<file path="src/rtl/apple2_slot_bus_ctrl_if.sv">
// Host request and slot-card bus signals for the Apple II slot bus controller.
// The host side drives cpu_*; the controller drives everything toward the cards.
interface apple2_slot_bus_ctrl_if;
    logic        cpu_req;
    logic [15:0] cpu_addr;
    logic        cpu_rw;
    logic        ack;
    logic        busy;
    logic [11:0] bus_addr;
    logic        bus_rw;
    logic [7:0]  _devsel;
    logic [7:0]  _iosel;
    logic        _iostrobe;
    logic [2:0]  exp_slot;
    logic        exp_valid;

    modport master (
        output cpu_req, cpu_addr, cpu_rw,
        input  ack, busy, bus_addr, bus_rw, _devsel, _iosel, _iostrobe,
        input  exp_slot, exp_valid
    );

    modport slave (
        input  cpu_req, cpu_addr, cpu_rw,
        output ack, busy, bus_addr, bus_rw, _devsel, _iosel, _iostrobe,
        output exp_slot, exp_valid
    );
endinterface

</file>
<file path="src/rtl/apple2_slot_bus_ctrl.sv">
// Apple II slot bus cycle generator.
// Accepts one host access at a time, latches address/direction and the slot
// decode, then runs a SETUP / STROBE / HOLD sequence with a single decoded
// active-low select held low only during STROBE. Tracks which slot owns the
// shared C800-CFFF expansion window.
//
//   state  | meaning
//   IDLE   | waiting for cpu_req; ack pulses here for one cycle after HOLD
//   SETUP  | address/direction stable, no strobe yet
//   STROBE | decoded select driven low
//   HOLD   | strobes released, address/direction still held
module apple2_slot_bus_ctrl #(
    parameter int SETUP_CLKS  = 1,
    parameter int STROBE_CLKS = 4,
    parameter int HOLD_CLKS   = 1
) (
    input  logic                         fclk,
    input  logic                         _reset,
    apple2_slot_bus_ctrl_if.slave        bus
);

    typedef enum logic [1:0] {IDLE, SETUP, STROBE, HOLD} state_t;
    typedef enum logic [1:0] {SEL_NONE, SEL_DEV, SEL_IO, SEL_EXP} sel_t;

    // Phase lengths are loaded as (length - 1) and counted down to zero.
    localparam logic [3:0] SETUP_LOAD  = 4'(SETUP_CLKS - 1);
    localparam logic [3:0] STROBE_LOAD = 4'(STROBE_CLKS - 1);
    localparam logic [3:0] HOLD_LOAD   = 4'(HOLD_CLKS - 1);

    state_t      state_q, state_d;
    logic [3:0]  cnt_q, cnt_d;
    logic        ack_q, ack_d;
    logic        busy_q, busy_d;
    logic [11:0] addr_q, addr_d;
    logic        rw_q, rw_d;
    sel_t        sel_q, sel_d;
    logic [2:0]  slot_q, slot_d;
    logic [7:0]  devsel_n_q, devsel_n_d;
    logic [7:0]  iosel_n_q, iosel_n_d;
    logic        iostrobe_n_q, iostrobe_n_d;
    logic [2:0]  exp_slot_q, exp_slot_d;
    logic        exp_valid_q, exp_valid_d;

    sel_t        req_sel;
    logic [2:0]  req_slot;

    // Slot decode of the incoming host address; only used on the acceptance edge.
    always_comb begin
        req_sel  = SEL_NONE;
        req_slot = 3'd0;
        if (bus.cpu_addr[15:7] == 9'b1100_0000_1) begin
            req_sel  = SEL_DEV;
            req_slot = bus.cpu_addr[6:4];
        end else if (bus.cpu_addr[15:11] == 5'b11000 && bus.cpu_addr[10:8] != 3'd0) begin
            req_sel  = SEL_IO;
            req_slot = bus.cpu_addr[10:8];
        end else if (bus.cpu_addr[15:11] == 5'b11001) begin
            req_sel  = SEL_EXP;
        end
    end

    // Next-state, phase timer, strobe and expansion-ownership logic.
    always_comb begin
        state_d      = state_q;
        cnt_d        = cnt_q;
        ack_d        = 1'b0;
        addr_d       = addr_q;
        rw_d         = rw_q;
        sel_d        = sel_q;
        slot_d       = slot_q;
        devsel_n_d   = 8'hFF;
        iosel_n_d    = 8'hFF;
        iostrobe_n_d = 1'b1;
        exp_slot_d   = exp_slot_q;
        exp_valid_d  = exp_valid_q;

        case (state_q)
            IDLE: begin
                // The ack cycle never accepts, so a held request restarts one cycle later.
                if (bus.cpu_req && !ack_q) begin
                    addr_d  = bus.cpu_addr[11:0];
                    rw_d    = bus.cpu_rw;
                    sel_d   = req_sel;
                    slot_d  = req_slot;
                    cnt_d   = SETUP_LOAD;
                    state_d = SETUP;
                end
            end
            SETUP: begin
                if (cnt_q == 4'd0) begin
                    cnt_d   = STROBE_LOAD;
                    state_d = STROBE;
                    case (sel_q)
                        SEL_DEV: devsel_n_d = ~(8'd1 << slot_q);
                        SEL_IO: begin
                            iosel_n_d   = ~(8'd1 << slot_q);
                            exp_slot_d  = slot_q;
                            exp_valid_d = 1'b1;
                        end
                        SEL_EXP: begin
                            iostrobe_n_d = 1'b0;
                            // CFFF is the card-release address for the expansion window.
                            if (addr_q == 12'hFFF) begin
                                exp_valid_d = 1'b0;
                            end
                        end
                        default: ;
                    endcase
                end else begin
                    cnt_d = cnt_q - 4'd1;
                end
            end
            STROBE: begin
                if (cnt_q == 4'd0) begin
                    cnt_d   = HOLD_LOAD;
                    state_d = HOLD;
                end else begin
                    cnt_d        = cnt_q - 4'd1;
                    devsel_n_d   = devsel_n_q;
                    iosel_n_d    = iosel_n_q;
                    iostrobe_n_d = iostrobe_n_q;
                end
            end
            HOLD: begin
                if (cnt_q == 4'd0) begin
                    ack_d   = 1'b1;
                    state_d = IDLE;
                end else begin
                    cnt_d = cnt_q - 4'd1;
                end
            end
            default: state_d = IDLE;
        endcase

        iosel_n_d[0] = 1'b1;
        busy_d       = (state_d != IDLE) || ack_d;
    end

    // All state and outputs registered; synchronous active-low reset.
    always_ff @(posedge fclk) begin
        if (!_reset) begin
            state_q      <= IDLE;
            cnt_q        <= 4'd0;
            ack_q        <= 1'b0;
            busy_q       <= 1'b0;
            addr_q       <= 12'h000;
            rw_q         <= 1'b1;
            sel_q        <= SEL_NONE;
            slot_q       <= 3'd0;
            devsel_n_q   <= 8'hFF;
            iosel_n_q    <= 8'hFF;
            iostrobe_n_q <= 1'b1;
            exp_slot_q   <= 3'd0;
            exp_valid_q  <= 1'b0;
        end else begin
            state_q      <= state_d;
            cnt_q        <= cnt_d;
            ack_q        <= ack_d;
            busy_q       <= busy_d;
            addr_q       <= addr_d;
            rw_q         <= rw_d;
            sel_q        <= sel_d;
            slot_q       <= slot_d;
            devsel_n_q   <= devsel_n_d;
            iosel_n_q    <= iosel_n_d;
            iostrobe_n_q <= iostrobe_n_d;
            exp_slot_q   <= exp_slot_d;
            exp_valid_q  <= exp_valid_d;
        end
    end

    assign bus.ack       = ack_q;
    assign bus.busy      = busy_q;
    assign bus.bus_addr  = addr_q;
    assign bus.bus_rw    = rw_q;
    assign bus._devsel   = devsel_n_q;
    assign bus._iosel    = iosel_n_q;
    assign bus._iostrobe = iostrobe_n_q;
    assign bus.exp_slot  = exp_slot_q;
    assign bus.exp_valid = exp_valid_q;

endmodule

</file>
<file path="src/flat_wrapper.sv">
// flat-port wrapper written by rule: the top's interface ports become plain ports
module apple2_slot_bus_ctrl_flat 
#(
    parameter int SETUP_CLKS  = 1,
    parameter int STROBE_CLKS = 4,
    parameter int HOLD_CLKS   = 1
)
  (fclk, _reset, bus_cpu_req, bus_cpu_addr, bus_cpu_rw, bus_ack, bus_busy, bus_bus_addr, bus_bus_rw, bus__devsel, bus__iosel, bus__iostrobe, bus_exp_slot, bus_exp_valid);
  apple2_slot_bus_ctrl_if bus_i ();
  input  logic fclk;
  input  logic _reset;
  input wire logic [$bits(bus_i.cpu_req)-1:0] bus_cpu_req;
  input wire logic [$bits(bus_i.cpu_addr)-1:0] bus_cpu_addr;
  input wire logic [$bits(bus_i.cpu_rw)-1:0] bus_cpu_rw;
  output wire logic [$bits(bus_i.ack)-1:0] bus_ack;
  output wire logic [$bits(bus_i.busy)-1:0] bus_busy;
  output wire logic [$bits(bus_i.bus_addr)-1:0] bus_bus_addr;
  output wire logic [$bits(bus_i.bus_rw)-1:0] bus_bus_rw;
  output wire logic [$bits(bus_i._devsel)-1:0] bus__devsel;
  output wire logic [$bits(bus_i._iosel)-1:0] bus__iosel;
  output wire logic [$bits(bus_i._iostrobe)-1:0] bus__iostrobe;
  output wire logic [$bits(bus_i.exp_slot)-1:0] bus_exp_slot;
  output wire logic [$bits(bus_i.exp_valid)-1:0] bus_exp_valid;
  assign bus_i.cpu_req = bus_cpu_req;
  assign bus_i.cpu_addr = bus_cpu_addr;
  assign bus_i.cpu_rw = bus_cpu_rw;
  assign bus_ack = bus_i.ack;
  assign bus_busy = bus_i.busy;
  assign bus_bus_addr = bus_i.bus_addr;
  assign bus_bus_rw = bus_i.bus_rw;
  assign bus__devsel = bus_i._devsel;
  assign bus__iosel = bus_i._iosel;
  assign bus__iostrobe = bus_i._iostrobe;
  assign bus_exp_slot = bus_i.exp_slot;
  assign bus_exp_valid = bus_i.exp_valid;
  apple2_slot_bus_ctrl #(.SETUP_CLKS(SETUP_CLKS), .STROBE_CLKS(STROBE_CLKS), .HOLD_CLKS(HOLD_CLKS)) u_core (.fclk(fclk), ._reset(_reset), .bus(bus_i));
endmodule
</file>
<file path="config.mk">
export PLATFORM = sky130hd
export DESIGN_NAME = apple2_slot_bus_ctrl_flat
export DESIGN_NICKNAME = d
export VERILOG_FILES = /design/src/rtl/apple2_slot_bus_ctrl_if.sv /design/src/rtl/apple2_slot_bus_ctrl.sv /design/src/flat_wrapper.sv
export SDC_FILE = /design/constraint.sdc
export NUM_CORES = 1
export LEC_CHECK = 0
export ABC_AREA = 0
export CORE_ASPECT_RATIO = 1.4
export CORE_MARGIN = 2
export CORE_UTILIZATION = 46
export CTS_BUF_LIST = sky130_fd_sc_hd__clkbuf_16
export CTS_CLUSTER_DIAMETER = 200
export DETAILED_ROUTE_END_ITERATION = 7
export MAX_ROUTING_LAYER = met4
export PLACE_DENSITY_LB_ADDON = 0.3
export SYNTH_ARGS = -nofsm -noshare
export SYNTH_HDL_FRONTEND = slang
export SYNTH_SLANG_ARGS = --single-unit
</file>
<file path="constraint.sdc">
create_clock -name fclk -period 2.6 [get_ports fclk]
set_clock_uncertainty 0.1 [all_clocks]
set_input_delay 0.52 -clock fclk [delete_from_list [all_inputs] [get_ports fclk]]
set_output_delay 0.52 -clock fclk [all_outputs]
set_load 0.01 [all_outputs]
</file>
## Word level (Yosys, flattened, before mapping)

Index checks and enable logic that the tools add are counted.

- Output and inout bits: 36
- Register bits after elaboration: 47

- Equal/unequal tests: 14
- Reductions and logical operators: 13
- Add/sub/neg operators: 1
- Bitwise operators: 1
- Mux-type cells: 31
- Shifts and indexed selects: 1

Operators with widths:

| kind | number |
|---|---|
| 2-to-1 mux 8 bit | 6 |
| one-hot mux 8 bit (2 select lines) | 2 |
| 2-to-1 mux 4 bit | 4 |
| one-hot mux 4 bit (4 select lines) | 1 |
| 2-to-1 mux 2 bit | 7 |
| == test 12 bit (second input constant) | 1 |
| == test 5 bit (second input constant) | 2 |
| == test 9 bit (second input constant) | 1 |
| == test 2 bit (second input constant) | 4 |
| inverter 8 bit | 1 |
| one-hot mux 2 bit (4 select lines) | 1 |
| << shifter 1 x 3 -> 8 bit (first input constant) | 1 |
| 2-to-1 mux 1 bit | 6 |
| 2-to-1 mux 3 bit | 2 |
| != test 2 x 1 -> 1 bit (second input constant) | 3 |
| == test 2 x 1 -> 1 bit (second input constant) | 2 |
| logical NOT 4 bit | 1 |
| one-hot mux 1 bit (2 select lines) | 2 |
| AND reduction 2 bit | 2 |
| AND reduction 4 bit | 1 |
| nonzero test 2 bit | 2 |
| subtractor 4 x 1 -> 4 bit (second input constant) | 1 |
| AND reduction 3 bit | 1 |
| nonzero test 3 bit | 1 |
| 5 further kinds | 6 |

## Depth between registers and ports, before layout

- Depth in word-level cells: 6
- Depth in mapped cells: 8
- Depth with buffers taken out: 6

## Worst setup path after synthesis

Ideal clock, no wire load.

- Kind: register -> register
- Start: register u_core.cnt_q[0]
- End: register u_core.iosel_n_q[1], in the netlist u_core.bus._iosel[1]
- Setup slack: 0.658 ns
- Data required time: 2.371 ns
- Buffers on the path: 2
- Arrival time: 1.712 ns
- Stages on the path, launching flop included: 9
- Library setup time: 0.129 ns
- Cells stage by stage: dfxtp_1 -> inv_1 -> ha_1 -> nand4bb_1 -> buf_2 -> or4b_1 -> buf_6 -> o32ai_2 -> nand2_1

- Word-level cells in the longest chain between the ends: 3
- Elaborated cells between the ends (all ways): 4
- Classes of those cells: eq/ne: 1; mux: 2; reduce/logical: 1

RTL lines:

| item | RTL line | text |
|---|---|---|
| from (decl) | apple2_slot_bus_ctrl.sv:31 | `logic [3:0] cnt_q, cnt_d;` |
| from (signal assigned) | apple2_slot_bus_ctrl.sv:157 | `cnt_q <= cnt_d;` |
| logical NOT 4 bit (*) | apple2_slot_bus_ctrl.sv:90, apple2_slot_bus_ctrl.sv:114 |  |
| 2-to-1 mux 8 bit | apple2_slot_bus_ctrl.sv:90 | `if (cnt_q == 4'd0) begin` |
| one-hot mux 8 bit (2 select lines) | apple2_slot_bus_ctrl.sv:77 | `case (state_q)` |
| to (signal assigned) | apple2_slot_bus_ctrl.sv:165 | `iosel_n_q <= iosel_n_d;` |
| to (decl) | apple2_slot_bus_ctrl.sv:39 | `logic [7:0] iosel_n_q, iosel_n_d;` |

Mark *: on every way between the ends. The rest lies on a longest branch, timed or not.
A chain may end at the register's enable or synchronous reset.

## Final worst setup path

- Start: register u_core.cnt_q[0]
- End: register u_core.iosel_n_q[7], in the netlist u_core.bus._iosel[7]

The elaborated chain is that of the path after synthesis.

==> summary.md <==
| Metric | Value |
|---|---|
| Status | complete, no violations |
| CP Cell Sequence | inv_1 > ha_1 > nand4bb_1 > or4b_1 > nor2_1 > a31oi_1 |
| Layout cell share with drive strength beyond 1 | under 10% |
| Worst skew pair latency | between 0.2 and 0.3 ns |
| Initial drt markers | 53 |
| Pins Over Slew Limit | 0 |
| DR pass1 iterations | 4 |
| Full die area | approximately 0.0046 mm^2 |
| Setup Fix Bufs, Post-CTS | 0 |
| Hold Path Class | reg2reg |
| Clk buf depth | 2 |
| Setup WS post-layout | 0.428 ns |
| Initial antenna violation count | 0 |
| Clock sink count | 46 |
| Worst Path Arrival | 2.23 ns |
| Placer congestion estimate | 0.804 |
| First-pass GRT wire length | 7070 um |
| Min-delay src | u_core.bus.bus_addr[5] |
| Avg WL per Cell | approximately 13 um |
| DP HPWL | 3120 um |
| Yosys Warn Count | 0 |
| Crit Path Class | reg2reg |
| Rel. slew slack | a little over half |
| Post-synthesis cell type count | 40 |
| Flops & latches, synth | 46 |
| Sw Ratio | 23.7% |
| Crit path largest cell delay | between 0.7 and 0.8 ns |
| Vias in the first global route | 1,576 |
| Max IR drop VDD | between 500 and 600 uV |
| FP Rows | 27 |
| Critical path's slowest cell | or4b_1 |
| Internal power | approximately 1.2 mW |
| Fin Hold WS | 0.373 ns |
| CP endpoint kind | register |
| PortBufs | 54 |
| PostCTS Resize Cnt | 0 |
| Post-synthesis cell count | approximately 230 |
| RR Endpoint | u_core.bus._iosel[7] |
| Clk slew on worst S/H paths | about 0.06 ns |
| Final Hold Viols | 0 |
| Vias per cell | 5.60 |
| Nets | a little under 300 |
| Pwr Density | 593 mW/mm^2 |
| Crit start category | register |
| Total Power | ~1.5 mW |
| Logic pwr share | about an eighth |
| Crit path buf inv count | 1 |
| Non-filler cells in the finished layout | 321 |
| Syn_area_per_cell | approximately 8.3 um^2 |
| Crit path launch | u_core.cnt_q[0] |
| Measured slew at the worst slew-check pin | about 0.69 ns |
| Reg2reg path depth | 6 |
| Mapped Area | roughly 0.0019 mm^2 |
| Post-layout min period | approximately 2.2 ns |
| Fill cells | 342 |
| WL final | around 4300 um |
| Top delay family on crit path | simple AND/OR/NAND/NOR gates |
| Area Overhead vs Synth | 37.5% |
| CTS Hold Bufs | 0 |
| DRC violations left | 0 |
| Root buffer cell | clkbuf_16 |
| Post-DRT Antenna Nets | 0 |
| Min-Delay Endpoint | u_core.bus.bus_addr[5] |
| Width of the chip | 58.0 um |
| Final setup violating endpoints | 0 |
| CTS Buf Count | 5 |
| H-tree Lvls | 2 |
| Global route overflow | 0 |
| Antenna diode count | 0 |
| Dpl ws | about 0.28 ns |
| Fin crit share | ~84% |
| Vias | between 1,500 and 2,000 |
| Highest clock rate | around 460 MHz |
| R2r startpoint | u_core.cnt_q[0] |
| Setup TNS | 0 ns |
| Sequential cell fraction of total power | 48.7% |
| CORE AREA | between 0.003 and 0.004 mm^2 |
| Crit Path Max Fanout | 9 |
| Synth async-reset ratio | 0% |
| Number of enable flip-flop cells after synthesis | 0 |
| Synth Net Count | 247 |
| Seq/Total Area, Yosys | between 40% and 50% |
| Largest net degree at the start of global routing | 21 |
| CTS tree | yes |
| Overall Global Routing Usage | around 20% |
| MaxCap Viol Count | 0 |
| Post-synth top flop | dfxtp_1 |
| Initial Util | between 40% and 50% |
| CP required | between 2 and 3 ns |
| WHS Path Cells | 2 |
| RSZ-0062 raised after global routing | false |
| Clock share of power | just under 40% |
| Psw | 0.364 mW |
| LEAKAGE | between 0.9 and 1 nW |
| Io pins | 56 |
| Die height | between 70 and 80 um |
| Placed cells | approximately 310 |
| Flop2flop setup slack | ~0.43 ns |
[placed cells by master (no fill, tap or decap), types with 3 or more instances in the layout]
| cell type | instances |
|---|---|
| clkdlybuf4s50_1 | 54 |
| clkbuf_16 | 5 |
| o32ai_2 | 3 |
| or4b_1 | 3 |
| nand2b_1 | 3 |
| a21oi_1 | 23 |
| and2_1 | 3 |
| mux2i_1 | 3 |
| nand2_1 | 51 |
| buf_4 | 5 |
| o22ai_1 | 6 |
| o21ai_0 | 4 |
| nor3_1 | 8 |
| inv_1 | 6 |
| o21ai_1 | 5 |
| nand3_1 | 4 |
| nor2_1 | 18 |
| dfxtp_1 | 46 |
[logic make-up (layout without fill, tap and decap cells)]
group,after synthesis,count (layout),share of synthesized area (%)
DFF,46,46,49.0
other,1,1,0.199
AOI/OAI and AO/OA,49,49,16.4
muxes,3,3,1.60
xor gates and xnor gates,1,1,0.466
and+or+nand+nor,105,105,26.9
buffers and inverters,20,72,4.72
adders and majority gates,1,1,0.665
[state kept, by name, indices dropped and copies added (netlist names), 2 cells and up]
| register | flops |
|---|---|
| u_core.cnt_q | 4 |
| u_core.state_q | 2 |
| u_core.bus.bus_addr | 12 |
| u_core.bus._devsel | 8 |
| u_core.sel_q | 2 |
| u_core.slot_q | 3 |
| u_core.bus._iosel | 7 |
| u_core.bus.exp_slot | 3 |
[cell usage after synthesis (4+ instances only)]
cell type   n  area share (%)
nor2_1     18             3.6
nand2_1    51              10
clkbuf_1   10             2.0
o21ai_0     4             1.1
o21ai_1     5             1.3
nand3_1     4             1.1
nor3_1      8             2.1
dfxtp_1    46              49
a21oi_1    23             6.1
o22ai_1     6             2.0
inv_1       5             1.0
[stage by stage]
step	utilization, %	cell area, um^2
5_1_grt	66.0	2580
6_report	66.0	2580
3_3_place_gp	62.3	2440
4_1_cts	66.0	2580
2_1_floorplan	-	1880
3_5_place_dp	62.3	2440
[worst min-delay path, stage by stage, from the launching register on]
cell and delay, ns:
dfxtp_1 0.32, nand2_1 0.06, a21oi_1 0.05
[cell type report]
class	count	area (um^2)	area share, %
Clock inverter	3	17.5	0.678
Clock buffer	5	125	4.84
Tap cell	43	53.8	2.08
Multi-Input combinational cell	160	871	33.7
Sequential cell	46	921	35.6
Inverter	5	18.8	0.726
Timing Repair Buffer	59	578	22.4
[per-layer routing]
metal	vias to the layer above	share of wire [%]	routed length, um	GRT usage, %
li1	884	-	-	-
met1	842	42	1800	24.1
met2	58	50	2120	31.4
met3	12	4.8	206	4.05
met4	0	3.2	135	10.2
met5	-	0	0	-
[power by group through the flow]
stage	sequential [mW]	clock (mW)	combinational, mW
after floorplan	0.764	0	0.0875
after global placement	0.762	0	0.176
after detailed placement	0.763	0	0.178
after CTS	0.747	0.616	0.180
after global routing	0.751	0.649	0.196
final	0.747	0.607	0.179
[worst max-delay path by stage]
| stage | end | slack, ns | depth (start not counted) |
|---|---|---|---|
| floorplan | u_core.bus._iosel[1] | 0.66 | 8 |
| global placement | u_core.slot_q[1] | 0.31 | 5 |
| detailed placement | u_core.slot_q[0] | 0.28 | 5 |
| CTS | u_core.bus._iosel[7] | 0.43 | 6 |
| global route | u_core.bus._iosel[7] | 0.27 | 6 |
| finish | u_core.bus._iosel[7] | 0.43 | 6 |
No activity file was read; power rests on OpenSTA's default activity.
